===== config.mk =====
export PLATFORM = sky130hd
export DESIGN_NAME = e203_subsys_clkdiv_cfg
export DESIGN_NICKNAME = d
export VERILOG_FILES = /design/src/rtl/e203_subsys_clkdiv_cfg_pkg.sv /design/src/rtl/e203_subsys_clkdiv_shadow.sv /design/src/rtl/e203_subsys_clkdiv_cfg.sv
export SDC_FILE = /design/constraint.sdc
export NUM_CORES = 1
export LEC_CHECK = 0
export CAP_MARGIN = 10
export CORE_ASPECT_RATIO = 0.75
export CORE_MARGIN = 4
export CORE_UTILIZATION = 47
export DETAILED_ROUTE_END_ITERATION = 7
export HOLD_SLACK_MARGIN = 0.02
export PLACE_DENSITY = 0.74
export SYNTH_ARGS = -nofsm -noshare
export SYNTH_HDL_FRONTEND = slang
export SYNTH_SLANG_ARGS = --single-unit

===== constraint.sdc =====
create_clock -name clk -period 1.5 [get_ports clk]
set_clock_uncertainty 0.1 [all_clocks]
set_input_delay 0.225 -clock clk [delete_from_list [all_inputs] [get_ports clk]]
set_output_delay 0.225 -clock clk [all_outputs]
set_load 0.005 [all_outputs]

===== src/rtl/e203_subsys_clkdiv_cfg_pkg.sv =====
// ---------------------------------------------------------------------------
// e203_subsys_clkdiv_cfg_pkg : shared constants for the clock-divider writer
// Revision: 1.0
// ---------------------------------------------------------------------------
`default_nettype none

package e203_subsys_clkdiv_cfg_pkg;

  localparam int CLKDIV_DIV_W = 6;
  localparam int SETTLE_CNT_W = 4;

  typedef logic [1:0] cfg_state_t;

  localparam cfg_state_t ST_IDLE     = 2'd0;
  localparam cfg_state_t ST_WAIT_BND = 2'd1;
  localparam cfg_state_t ST_SETTLE   = 2'd2;

endpackage

`default_nettype wire


===== src/rtl/e203_subsys_clkdiv_shadow.sv =====
// ---------------------------------------------------------------------------
// e203_subsys_clkdiv_shadow : lockstep mirror of the PLL divider counter/flag
// Revision: 1.0
// ---------------------------------------------------------------------------
`default_nettype none

module e203_subsys_clkdiv_shadow
  import e203_subsys_clkdiv_cfg_pkg::*;
#(
  parameter int DIV_W = CLKDIV_DIV_W
) (
  input  logic             clk,
  input  logic             rst_n,
  input  logic [DIV_W-1:0] div_i,
  input  logic             divby1_i,
  output logic             sat_o,
  output logic             clken_o
);

  logic [DIV_W-1:0] cnt_q;
  logic [DIV_W-1:0] cnt_d;
  logic             flag_q;
  logic             flag_d;
  logic             sat;

  assign sat = (cnt_q == div_i);

  // Counter and flag freeze in bypass, exactly like the real divider.
  always_comb begin
    cnt_d  = cnt_q;
    flag_d = flag_q;
    if (!divby1_i) begin
      cnt_d  = sat ? '0 : cnt_q + DIV_W'(1);
      flag_d = flag_q ^ sat;
    end
  end

  always_ff @(posedge clk) begin
    if (!rst_n) begin
      cnt_q  <= '0;
      flag_q <= 1'b0;
    end else begin
      cnt_q  <= cnt_d;
      flag_q <= flag_d;
    end
  end

  assign sat_o   = sat;
  assign clken_o = divby1_i | (~flag_q & sat);

endmodule

`default_nettype wire


===== src/rtl/e203_subsys_clkdiv_cfg.sv =====
// ---------------------------------------------------------------------------
// e203_subsys_clkdiv_cfg : glitch-free divide-setting writer for the PLL divider
// Revision: 1.0
// ---------------------------------------------------------------------------
`default_nettype none

module e203_subsys_clkdiv_cfg
  import e203_subsys_clkdiv_cfg_pkg::*;
#(
  parameter int               DIV_W      = CLKDIV_DIV_W,
  parameter logic [DIV_W-1:0] RST_DIV    = '0,
  parameter logic             RST_DIVBY1 = 1'b1,
  parameter int               SETTLE_N   = 4
) (
  input  logic             clk,
  input  logic             rst_n,
  input  logic             req_valid,
  output logic             req_ready,
  input  logic             req_divby1,
  input  logic [DIV_W-1:0] req_div,
  output logic [DIV_W-1:0] div_o,
  output logic             divby1_o,
  output logic             clken_o,
  output logic             busy_o,
  output logic             done_o
);

  localparam logic [SETTLE_CNT_W-1:0] SETTLE_LIM = SETTLE_CNT_W'(SETTLE_N);

  cfg_state_t state_q;
  cfg_state_t state_d;

  logic [DIV_W-1:0]        pend_div_q;
  logic                    pend_byp_q;
  logic [DIV_W-1:0]        div_q;
  logic                    divby1_q;
  logic [SETTLE_CNT_W-1:0] settle_cnt_q;
  logic [SETTLE_CNT_W-1:0] settle_inc;
  logic                    done_q;
  logic                    busy_tail_q;

  logic sat;
  logic clken;
  logic bnd;
  logic hs;
  logic same_cfg;
  logic apply;
  logic settle_fin;

  e203_subsys_clkdiv_shadow #(
    .DIV_W (DIV_W)
  ) u_shadow (
    .clk      (clk),
    .rst_n    (rst_n),
    .div_i    (div_q),
    .divby1_i (divby1_q),
    .sat_o    (sat),
    .clken_o  (clken)
  );

  assign bnd        = divby1_q | sat;
  assign hs         = req_valid & req_ready;
  // The divide value is irrelevant when both old and new settings are bypass.
  assign same_cfg   = (req_divby1 == divby1_q) & (req_divby1 | (req_div == div_q));
  assign apply      = (state_q == ST_WAIT_BND) & bnd;
  assign settle_inc = settle_cnt_q + SETTLE_CNT_W'(1);
  assign settle_fin = (state_q == ST_SETTLE) & clken & (settle_inc == SETTLE_LIM);

  always_ff @(posedge clk) begin
    if (!rst_n) begin
      state_q <= ST_IDLE;
    end else begin
      state_q <= state_d;
    end
  end

  always_comb begin
    state_d = state_q;
    case (state_q)
      ST_IDLE: begin
        if (hs && !same_cfg) begin
          state_d = ST_WAIT_BND;
        end
      end
      ST_WAIT_BND: begin
        if (bnd) begin
          state_d = ST_SETTLE;
        end
      end
      ST_SETTLE: begin
        if (settle_fin) begin
          state_d = ST_IDLE;
        end
      end
      default: state_d = ST_IDLE;
    endcase
  end

  always_comb begin
    req_ready = 1'b0;
    busy_o    = 1'b0;
    req_ready = (state_q == ST_IDLE) & rst_n;
    busy_o    = (state_q != ST_IDLE) | busy_tail_q;
  end

  always_ff @(posedge clk) begin
    if (!rst_n) begin
      pend_div_q <= '0;
      pend_byp_q <= 1'b0;
    end else if (hs) begin
      pend_div_q <= req_div;
      pend_byp_q <= req_divby1;
    end
  end

  // New setting lands on the same edge the divider counter wraps to zero.
  always_ff @(posedge clk) begin
    if (!rst_n) begin
      div_q    <= RST_DIV;
      divby1_q <= RST_DIVBY1;
    end else if (apply) begin
      div_q    <= pend_div_q;
      divby1_q <= pend_byp_q;
    end
  end

  always_ff @(posedge clk) begin
    if (!rst_n) begin
      settle_cnt_q <= '0;
    end else if (apply) begin
      settle_cnt_q <= '0;
    end else if ((state_q == ST_SETTLE) && clken) begin
      settle_cnt_q <= settle_inc;
    end
  end

  always_ff @(posedge clk) begin
    if (!rst_n) begin
      done_q      <= 1'b0;
      busy_tail_q <= 1'b0;
    end else begin
      done_q      <= (hs & same_cfg) | settle_fin;
      busy_tail_q <= settle_fin;
    end
  end

  assign div_o    = div_q;
  assign divby1_o = divby1_q;
  assign clken_o  = clken;
  assign done_o   = done_q;

endmodule

`default_nettype wire

==> parameters.txt <==
Parameter                              Value

STA
  Highest attainable clock frequency ... 532.7 MHz
  Max-slew violations ... 0
  Measured slew at the worst slew-check pin ... 367.8 ps
  Unrepaired setup endpoints after global routing ... true
  Post-layout worst setup margin ... -377.2 ps
  Tightest slew margin relative to the limit ... 0.7548
  Hold Violations, Final ... 0
  Crit path time final ... 1877 ps
  Final setup violation count ... 21
  Share of the cycle needed by the critical path after routing ... 1.251
  Setup_tns ... -4211 ps

Power and ir drop
  Total power after layout ... 1.951 mW
  Leakage power ... 0.8562 nW
  Largest voltage drop on the vdd net ... ~0.64 mV
  Areal power density over the cells ... 911.9 nW/µm²

Finish
  Signed area change from the synthesized netlist to the final layout ... 53.78%
  Final net count ... 217
  Most frequent standard cell in the layout excluding fill and tap cells ... buf_4
  Filler instances ... 182
  Total inserted antenna cells ... 0
  FF+latch area ... 605.6 µm²
  Final design instance area without fill ... 2140 µm²
  Share of final-layout standard cells stronger than drive strength 1 ... 0.3873
  Final cell utilization of the core ... 0.7858
  Area of combinational cells with multiple inputs ... 904.6 µm²
  Commonest non-fill, non-tap cells in the layout ... buf_4, nand2_1, dfxtp_1

Logic synthesis
  Fraction of the mapped netlist area in adder cells ... 0.03597
  Area fraction in compound gates after synthesis ... 0.1061
  Post-synthesis cell type count ... 36
  Average cell area after synthesis ... roughly 9.2 µm²
  Largest family of logic cells by synthesized area ... simple AND/OR/NAND/NOR gates
  Xor and xnor area share after synthesis ... 0.1259
  Total of warnings raised by yosys ... 0
  Synthesized Nets ... between 150 and 200
  Synthesized area ... 1391 µm²
  Post-Synthesis Cells ... 152
  Area fraction in and, or, nand and nor cells after synthesis ... 0.2311
  Share of the yosys chip area belonging to registers ... 0.4173
  Multiplexer fraction of the synthesized cell area ... 0.05036
  Number of flip-flops and latches in the synthesized netlist ... 29

Setup path
  Crit start category ... register
  Type of element capturing the critical path ... register
  Worst endpoint data arrival time ... 1990 ps
  Req. time, crit path ... 1610 ps
  Peak fanout along the critical path ... 3
  Kind of critical path ... register to register

Status
  Result of the run ... finished with violations
  Violations in the final reports ... setup timing

Place
  HPWL after DPL ... approximately 2600 µm
  Post-placement cell area ... 1862 µm²
  DP Worst Slack ... -410.8 ps
  Last weighted congestion value of the routability-driven placer ... 0.8257
  IO Port Bufs ... 20

Clocking
  CTS clk-pin slew, worst paths ... 60 ps
  Sinks on the clock net ... 29
  TritonCTS Buffers ... 5
  TritonCTS clock tree ... yes
  CTS H-tree lvls ... 2
  Clock insertion delay at the later pin of the skew report ... between 200 and 300 ps
  Number of buffers inserted for hold repair after clock tree synthesis ... 0
  Root Driver ... clkbuf_8
  Maximum number of buffers from clock root to sink ... 2

Floorplanning
  Total die area ... 3904 µm²
  Row Count ... 16
  IO Pins ... 21
  Die Y-Extent ... 55.12 µm
  Horizontal extent of the die ... about 70 µm
  Area of the core ... 2723 µm²
  Starting utilization of the core area ... 0.5110

Global route
  Total grt overflow ... 0
  Via count of the first global-routing pass ... 1247
  Initial antenna violation count ... 0
  First-pass GRT wire length ... between 5000 and 6000 µm
  Largest net degree at the start of global routing ... 26
  Overall fraction of global-route tracks in use ... 0.2007

Route
  Sum of routed wire length over all layers ... 3609 µm
  Routed length per placed instance ... 15.04 µm
  1st-pass router iterations ... 4
  Via density ... 5.158
  Vias post-DR ... between 1000 and 1500
  Initial DRC count ... 66
  DRC errors left ... 0
  Residual antenna-violating net count after detailed routing ... 0

Min path
  Class of the tightest hold or removal check ... register to register

Job
  MaxCap Viol Count ... 0
[final timing paths]
path | startpoint | endpoint | slack, ps | cells after the start
max reg2reg | div_o[4] | settle_cnt_q[0] | -380 | 10
max | div_o[4] | settle_cnt_q[0] | -380 | 10
min reg2reg | pend_div_q[1] | div_o[1] | 360 | 2
min | pend_div_q[1] | div_o[1] | 360 | 2
[cell usage after synthesis]
library cell	n	area, µm²
clkbuf_1	3	11.26
and4bb_1	1	12.51
nand4_2	1	12.51
and3b_1	1	8.760
nand3_1	3	15.01
o31ai_1	2	15.01
or3b_2	1	8.760
xor2_1	6	52.55
o21bai_1	1	7.510
nor2b_1	1	6.260
o21a_1	1	7.510
and4b_1	1	10.01
buf_6	1	11.26
a21boi_0	3	22.52
xnor2_1	14	122.6
nor2_1	10	37.54
ha_1	4	50.05
o31ai_2	1	12.51
buf_1	1	3.750
nand2b_1	3	18.77
a22oi_1	1	7.510
nor3_1	2	10.01
o21ai_0	9	45.04
dfxtp_1	29	580.6
nor3b_1	7	52.55
and4_1	2	17.52
nand2_1	23	86.33
or2_2	1	6.260
or3_1	2	12.51
o211ai_1	1	7.510
mux2i_1	7	70.07
inv_1	4	15.01
a221o_1	1	10.01
buf_2	1	5.000
and2_1	1	6.260
a31oi_1	2	12.51
[registers in the layout (all words and copies together), names as in the netlist]
register         cells
div_o                6
u_shadow.cnt_q       6
pend_div_q           6
settle_cnt_q         4
u_shadow.flag_q      1
done_o               1
state_q              2
busy_tail_q          1
pend_byp_q           1
divby1_o             1
[layer usage]
metal  part of all wire  track usage  wire (µm)
met3              0.052      0.05415        189
met5                  0            0          0
met1               0.48       0.2557       1746
met4              0.024       0.1063         88
met2               0.44       0.3169       1584
[cells by family after synthesis]
family	count (synthesis)
xor gates and xnor gates	20
buffers and inverters	10
AOI/OAI and AO/OA	22
and+or+nand+nor	60
DFF	29
adders and majority gates	4
muxes	7
[worst max-delay path, cell delays in order, from the launching register on]
cell     delay, ps
dfxtp_4        350
xnor2_2        160
nand4_2        140
nor2_2         160
ha_2           210
nor2_4          50
buf_6          130
nor2_4         120
buf_4          140
xnor2_2         60
nor3b_2        190
[power breakdown]
| group | switching, mW | internal [mW] | total (mW) | leakage, nW |
|---|---|---|---|---|
| registers | 0.0162 | 0.799 | 0.815 | 0.243 |
| logic | 0.138 | 0.156 | 0.295 | 0.555 |
| clock network | 0.300 | 0.541 | 0.841 | 0.0585 |
[final cells by class]
| class | count | share of cell area |
|---|---|---|
| repair buffers | 50 | 0.2117 |
| clock buffers | 7 | 0.04035 |
| clock inverters | 1 | 0.01404 |
| multi-input cells | 113 | 0.4228 |
| well taps | 36 | 0.02105 |
| inverters | 4 | 0.007018 |
| flip-flops and latches | 29 | 0.2830 |
[what timing repair did]
| action | in CTS | in global routing |
|---|---|---|
| buffers inserted | 4 | 3 |
| gates cloned | 0 | 0 |
| setup endpoints to repair | 26 | 25 |
| pin swaps | 8 | 11 |
| resized for setup | 35 | 13 |
[stage by stage]
| step | hold slack (ps) | cells |
|---|---|---|
| floorplan | 233.6 | 152 |
| global placement | 342.2 | 226 |
| detailed placement | 359.4 | 226 |
| CTS | 368.3 | 238 |
| global route | 385.3 | 240 |
| finish | 361.7 | 240 |
Power figures use the tool's default switching activity.
